**src/rtl/pfb_pkg.sv**
```systemverilog
// Shared types and helpers for the channelizer PFB front end.
// The beat struct is also used by the PFB-side FIFO.
package pfb_pkg;

    localparam int PFB_MAX_PHASES  = 128;
    localparam int PFB_DATA_WIDTH  = 32;
    localparam int PFB_PHASE_WIDTH = 7;

    typedef struct packed {
        logic [PFB_DATA_WIDTH-1:0]  data;
        logic [PFB_PHASE_WIDTH-1:0] phase;
        logic                       last;
    } pfb_beat_t;

    // Legal revolution lengths are 2..PFB_MAX_PHASES; anything outside is pinned to the nearest end.
    function automatic logic [7:0] clamp_phases(input logic [7:0] requested);
        if (requested < 8'd2)
            return 8'd2;
        if (requested > 8'(PFB_MAX_PHASES))
            return 8'(PFB_MAX_PHASES);
        return requested;
    endfunction

endpackage

```
**src/rtl/axis_skid_buf.sv**
```systemverilog
// Generic 2-entry AXI-Stream register slice: a main output register plus one skid register.
// in_ready comes straight from a flop, so no combinational path runs from out_ready to in_ready.
module axis_skid_buf
    import pfb_pkg::*;
#(
    parameter int WIDTH = $bits(pfb_beat_t)
) (
    input  logic             clk,
    input  logic             sync_reset_n,
    input  logic             in_valid,
    input  logic [WIDTH-1:0] in_data,
    output logic             in_ready,
    output logic             out_valid,
    output logic [WIDTH-1:0] out_data,
    input  logic             out_ready
);

    logic             skid_valid;
    logic [WIDTH-1:0] skid_data;
    logic             in_fire;

    assign in_ready = ~skid_valid;
    assign in_fire  = in_valid & in_ready;

    // NOTE: sequential state uses non-blocking assignments only, so every flop sees pre-edge values.
    always_ff @(posedge clk) begin
        if (!sync_reset_n) begin
            out_valid  <= 1'b0;
            out_data   <= '0;
            skid_valid <= 1'b0;
        end else if (!out_valid || out_ready) begin
            // The output register is free: the skid entry is older, so it drains first.
            if (skid_valid) begin
                out_valid  <= 1'b1;
                out_data   <= skid_data;
                skid_valid <= 1'b0;
            end else begin
                out_valid <= in_fire;
                if (in_fire)
                    out_data <= in_data;
            end
        end else if (in_fire) begin
            skid_valid <= 1'b1;
        end
    end

    // NOTE: skid_data needs no reset; it is only read while skid_valid is set, and in_fire
    // implies the skid is empty, so this load never overwrites a live entry.
    always_ff @(posedge clk) begin
        if (in_fire)
            skid_data <= in_data;
    end

endmodule

```
**src/rtl/pfb_commutator_128mmax.sv**
```systemverilog
// Input-side commutator for the M-path PFB: tags each sample with its arm index (descending M-1..0)
// and marks arm 0 as tlast. The revolution length M changes only at frame boundaries or on resync.
module pfb_commutator_128mmax
    import pfb_pkg::*;
#(
    parameter int DATA_WIDTH  = 32,
    parameter int PHASE_WIDTH = 7
) (
    input  logic                   clk,
    input  logic                   sync_reset_n,
    input  logic [7:0]             num_phases,
    input  logic                   resync,
    input  logic                   s_axis_tvalid,
    input  logic [DATA_WIDTH-1:0]  s_axis_tdata,
    output logic                   s_axis_tready,
    output logic                   m_axis_tvalid,
    output logic [DATA_WIDTH-1:0]  m_axis_tdata,
    output logic [PHASE_WIDTH-1:0] phase,
    output logic                   m_axis_tlast,
    input  logic                   m_axis_tready,
    output logic [7:0]             active_phases
);

    localparam int BEAT_WIDTH = DATA_WIDTH + PHASE_WIDTH + 1;

    logic [7:0]             req_phases;
    logic [PHASE_WIDTH-1:0] req_top_phase;
    logic [PHASE_WIDTH-1:0] phase_cnt;
    logic [PHASE_WIDTH-1:0] cur_phase;
    logic                   cur_last;
    logic                   resync_pend;
    logic                   in_fire;
    logic [BEAT_WIDTH-1:0]  in_beat;
    logic [BEAT_WIDTH-1:0]  out_beat;

    assign req_phases    = clamp_phases(num_phases);
    assign req_top_phase = PHASE_WIDTH'(req_phases - 8'd1);
    assign in_fire       = s_axis_tvalid & s_axis_tready;

    // NOTE: every signal driven in always_comb gets a value on every path, so no latch is inferred.
    always_comb begin
        cur_phase = phase_cnt;
        if (resync_pend)
            cur_phase = req_top_phase;
        cur_last = (cur_phase == '0);
    end

    always_ff @(posedge clk) begin
        if (!sync_reset_n) begin
            active_phases <= req_phases;
            phase_cnt     <= req_top_phase;
            resync_pend   <= 1'b0;
        end else begin
            // A resync arriving alongside an accepted beat applies to the beat after it.
            resync_pend <= resync | (resync_pend & ~in_fire);
            if (in_fire) begin
                if (cur_last) begin
                    active_phases <= req_phases;
                    phase_cnt     <= req_top_phase;
                end else begin
                    phase_cnt <= cur_phase - PHASE_WIDTH'(1);
                    if (resync_pend)
                        active_phases <= req_phases;
                end
            end
        end
    end

    assign in_beat = {s_axis_tdata, cur_phase, cur_last};

    axis_skid_buf #(
        .WIDTH (BEAT_WIDTH)
    ) u_skid (
        .clk          (clk),
        .sync_reset_n (sync_reset_n),
        .in_valid     (s_axis_tvalid),
        .in_data      (in_beat),
        .in_ready     (s_axis_tready),
        .out_valid    (m_axis_tvalid),
        .out_data     (out_beat),
        .out_ready    (m_axis_tready)
    );

    assign {m_axis_tdata, phase, m_axis_tlast} = out_beat;

endmodule

```
**config.mk**
```make
export PLATFORM = sky130hd
export DESIGN_NAME = pfb_commutator_128mmax
export DESIGN_NICKNAME = d
export VERILOG_FILES = /design/src/rtl/pfb_pkg.sv /design/src/rtl/axis_skid_buf.sv /design/src/rtl/pfb_commutator_128mmax.sv
export SDC_FILE = /design/constraint.sdc
export NUM_CORES = 1
export LEC_CHECK = 0
export ABC_AREA = 1
export CAP_MARGIN = 20
export CORE_ASPECT_RATIO = 0.6
export CORE_MARGIN = 3
export CORE_UTILIZATION = 50
export DETAILED_ROUTE_END_ITERATION = 8
export PLACE_DENSITY_LB_ADDON = 0.2
export SLEW_MARGIN = 5
export SYNTH_ARGS = -nofsm -noshare
export SYNTH_HDL_FRONTEND = slang
export SYNTH_SLANG_ARGS = --single-unit
```
**constraint.sdc**
```tcl
create_clock -name clk -period 4.1 [get_ports clk]
set_input_delay 0.82 -clock clk [delete_from_list [all_inputs] [get_ports clk]]
set_output_delay 0.82 -clock clk [all_outputs]
set_load 0.01 [all_outputs]
```
==> flow_metrics.py <==
metrics = {
    "outcome": {
        "outcome": "complete, no violations",
    },
    "layout": {
        "finalNonFillerCells": 638,
        "share_of_cells_above_drive_strength_1_pct": 10.6,
        "area_growth_pct": 33.1,
        "layout_commonest_cell": "nand2_1",
        "design.final.nets": 572,
        "antenna_cells_inserted": 0,
        "total_non_filler_cell_area_in_the_finished_layout_mm2": 0.00553,
        "mostFrequentLayoutCells": "nand2_1 (133), clkdlybuf4s50_1 (94), edfxtp_1 (55), o21ai_0 (43), dfxtp_1 (43)",
    },
    "drt": {
        "drt-vias-per-instance": 5.29,
        "wl_per_cell_um": 15.8,
        "drt-pass1-iter-count": 7,
        "detail_route.drc_violations": 0,
        "routed_wirelength_um": 10100,
        "initialDrtViolationCount": 214,
        "antenna_left": 0,
        "detailroute.via_count": 3376,
    },
    "place": {
        "detailedPlacementHpwl_um": 7030,
        "placed_instance_area_mm2": 0.00521,
        "gp_congestion": 0.867,
        "numPortBuffers": 94,
        "placedCellCount": 622,
    },
    "min_path": {
        "timing.hold.worst.start": "u_skid.out_data[7]",
        "hold_endpoint": "u_skid.out_data[7]",
        "hold_depth": 2,
        "holdCritPathClass": "flop to flop",
    },
    "clock_tree": {
        "clock_tree_from_tritoncts": "built",
        "clock_tree.htree_level_count": 3,
        "clock_insertion_delay_worst_skew_ns": 0.34,
        "clock-root-buffer": "clkbuf_16",
        "cts.clk_slew.worst_paths_ns": 0.06,
        "clk_path_buf_depth": 2,
        "num_cts_buffers": 9,
        "post_cts_buffers": 0,
        "cts_hold_buf": 0,
        "cts_resized": 0,
        "clkSinkCount": 98,
    },
    "critical_path": {
        "crit-reg2reg-launch": "resync_pend",
        "critical_path_launch_point": "num_phases[7]",
        "criticalPathCategory": "primary input to flop",
        "endpoint_kind": "flop",
        "worst-path-max-fanout": 8,
        "critical_path.startpoint_type": "primary input",
        "worstPathArrival_ns": 3.63,
        "worstReg2RegEnd": "active_phases[0]",
        "setup.reg_to_reg.worst_slack_ns": 1.27,
        "required_ns": 4.11,
        "count_of_cells_along_the_worst_register_to_register_path": 13,
    },
    "floorplanning": {
        "rows": 25,
        "core_region_area_mm2": 0.00798,
        "floorplan.io_pins": 95,
        "design.die.area_mm2": 0.00947,
        "die_w_um": 124,
        "dieHeight_um": 76.6,
        "initial_core_util_pct": 52.1,
    },
    "power_and_ir_drop": {
        "share_clk_of_total_power_pct": 36.6,
        "net-switching-power_mw": 0.593,
        "power.static_leakage_nw": 2.20,
        "switching_fraction_pct": 24.2,
        "power_density_normalized_to_cell_area_mw_per_mm2": 444,
        "cellInternalPower_mw": 1.86,
        "power_frac_comb_pct": 15.8,
        "worst_ir_drop_vdd_uv": 393,
        "pwr-share-seq_pct": 47.7,
    },
    "timing": {
        "setup_viol_count_final": 0,
        "holdWs_ns": 0.477,
        "final.setup_skew_ns": 0.00799,
        "totalNegativeSetupSlack_ns": 0,
        "timing_worst_slew_pin_value_ns": 0.881,
        "rsz0062_at_grt": "no",
        "post-route-period-util_pct": 88.1,
        "achievable-frequency_ghz": 0.277,
        "post-route-min-period_ns": 3.61,
        "slew_headroom_pct": 41.2,
        "hold_violations": 0,
        "number_of_pins_with_negative_max_slew_slack_in_the_final_report": 0,
    },
    "global_routing": {
        "grt_max_degree": 67,
        "grt_usage_pct": 22.4,
        "grt.overflow.total": 0,
        "first_pass_grt_wire_length_um": 16300,
        "antenna_found_initial": 0,
        "first_global_vias": 3216,
    },
    "logic_synthesis": {
        "synthDistinctLibCells": 33,
        "async_reset_ff_share_pct": 0,
        "dominantRegCellSynth": "edfxtp_1",
        "synth_sequential_area_ratio_pct": 60.5,
        "average_cell_area_after_synthesis_um2": 9.55,
        "synth_enable_flop_cells": 55,
        "ys_warn_count": 0,
        "netlist_instances": 435,
        "syn_nets": 482,
        "netlist_area_mm2": 0.00415,
        "synth.ff_latch_count": 98,
    },
    "run": {
        "maxCapViolCount": 0,
    },
}
-- power groups by stage --
stage | clock network (mW) | logic, mW | registers (mW)
2_1_floorplan | 0 | 0.186 | 1.20
3_3_place_gp | 0 | 0.377 | 1.19
3_5_place_dp | 0 | 0.386 | 1.19
4_1_cts | 0.908 | 0.388 | 1.17
5_1_grt | 0.954 | 0.427 | 1.18
6_report | 0.897 | 0.387 | 1.17
-- through the flow --
step	worst slack, ns	utilization [%]	total power, mW
6_report	0.487	69.3	2.45
5_1_grt	0.294	69.3	2.56
4_1_cts	0.510	69.3	2.47
3_5_place_dp	0.151	65.3	1.58
3_3_place_gp	0.266	65.3	1.56
2_1_floorplan	1.08	-	1.39
-- cell usage after synthesis, types with 6 or more instances --
cell type | n | area (um2)
nor2_1 | 14 | 52.6
nor2_2 | 6 | 37.5
a31oi_1 | 32 | 200
clkbuf_1 | 17 | 63.8
inv_1 | 22 | 82.6
a21oi_1 | 13 | 65.1
nand3_1 | 7 | 35.0
edfxtp_1 | 55 | 1650
o21ai_0 | 43 | 215
nand2_2 | 6 | 37.5
dfxtp_1 | 43 | 861
nand2_1 | 133 | 499
-- worst max-delay path: stages --
cell and delay (ns):
clkdlybuf4s50_1 0.63, inv_2 0.12, nand2_2 0.12, nor2_4 0.06
nor2_4 0.12, inv_1 0.07, ha_1 0.31, nand2_1 0.05
o21ai_0 0.17, ha_1 0.21, inv_1 0.10, nor2_8 0.14
nand3_2 0.12, nor2_2 0.12, nand2_2 0.08, nand3_1 0.07
nand2_1 0.05, inv_1 0.23
-- per-layer routing --
layer	track usage (%)	up-vias	part of all wire, %
met4	4.86	0	0.46
met1	32.3	1582	48
met5	0	-	0
li1	-	1661	-
met2	32.3	129	43
met3	8.09	4	8.3
-- sequential cells by signal, summed over array words and instances, names as in the netlist --
register,cells
u_skid.out_data,40
u_skid.skid_valid,1
resync_pend,1
u_skid.skid_data,40
active_phases,8
u_skid.out_valid,1
phase_cnt,7
-- area by class of cell --
cell class | count | area (um2)
sequential | 98 | 2510
timing repair buffer | 100 | 986
fill | 595 | 2450
clock inverter | 4 | 73.8
multi-input combinational | 286 | 1460
inverter | 30 | 115
tap | 108 | 135
clock buffer | 12 | 246
-- cell families (layout without fill, tap and decap cells) --
family	after synthesis	in the layout	share of synthesized area [%]
buffers and inverters	51	146	4.70
AOI/OAI and AO/OA	96	96	13.1
xor gates and xnor gates	2	2	0.422
and+or+nand+nor	186	186	20.7
adders and majority gates	2	2	0.602
DFF	98	98	60.5
-- worst max-delay path by stage --
stage                            end  cells after the start
floorplan           active_phases[0]                     16
detailed placement  active_phases[5]                     18
global placement    active_phases[1]                     18
finish              active_phases[0]                     18
global route        active_phases[5]                     18
CTS                 active_phases[0]                     18
Power figures use the tool's default switching activity.
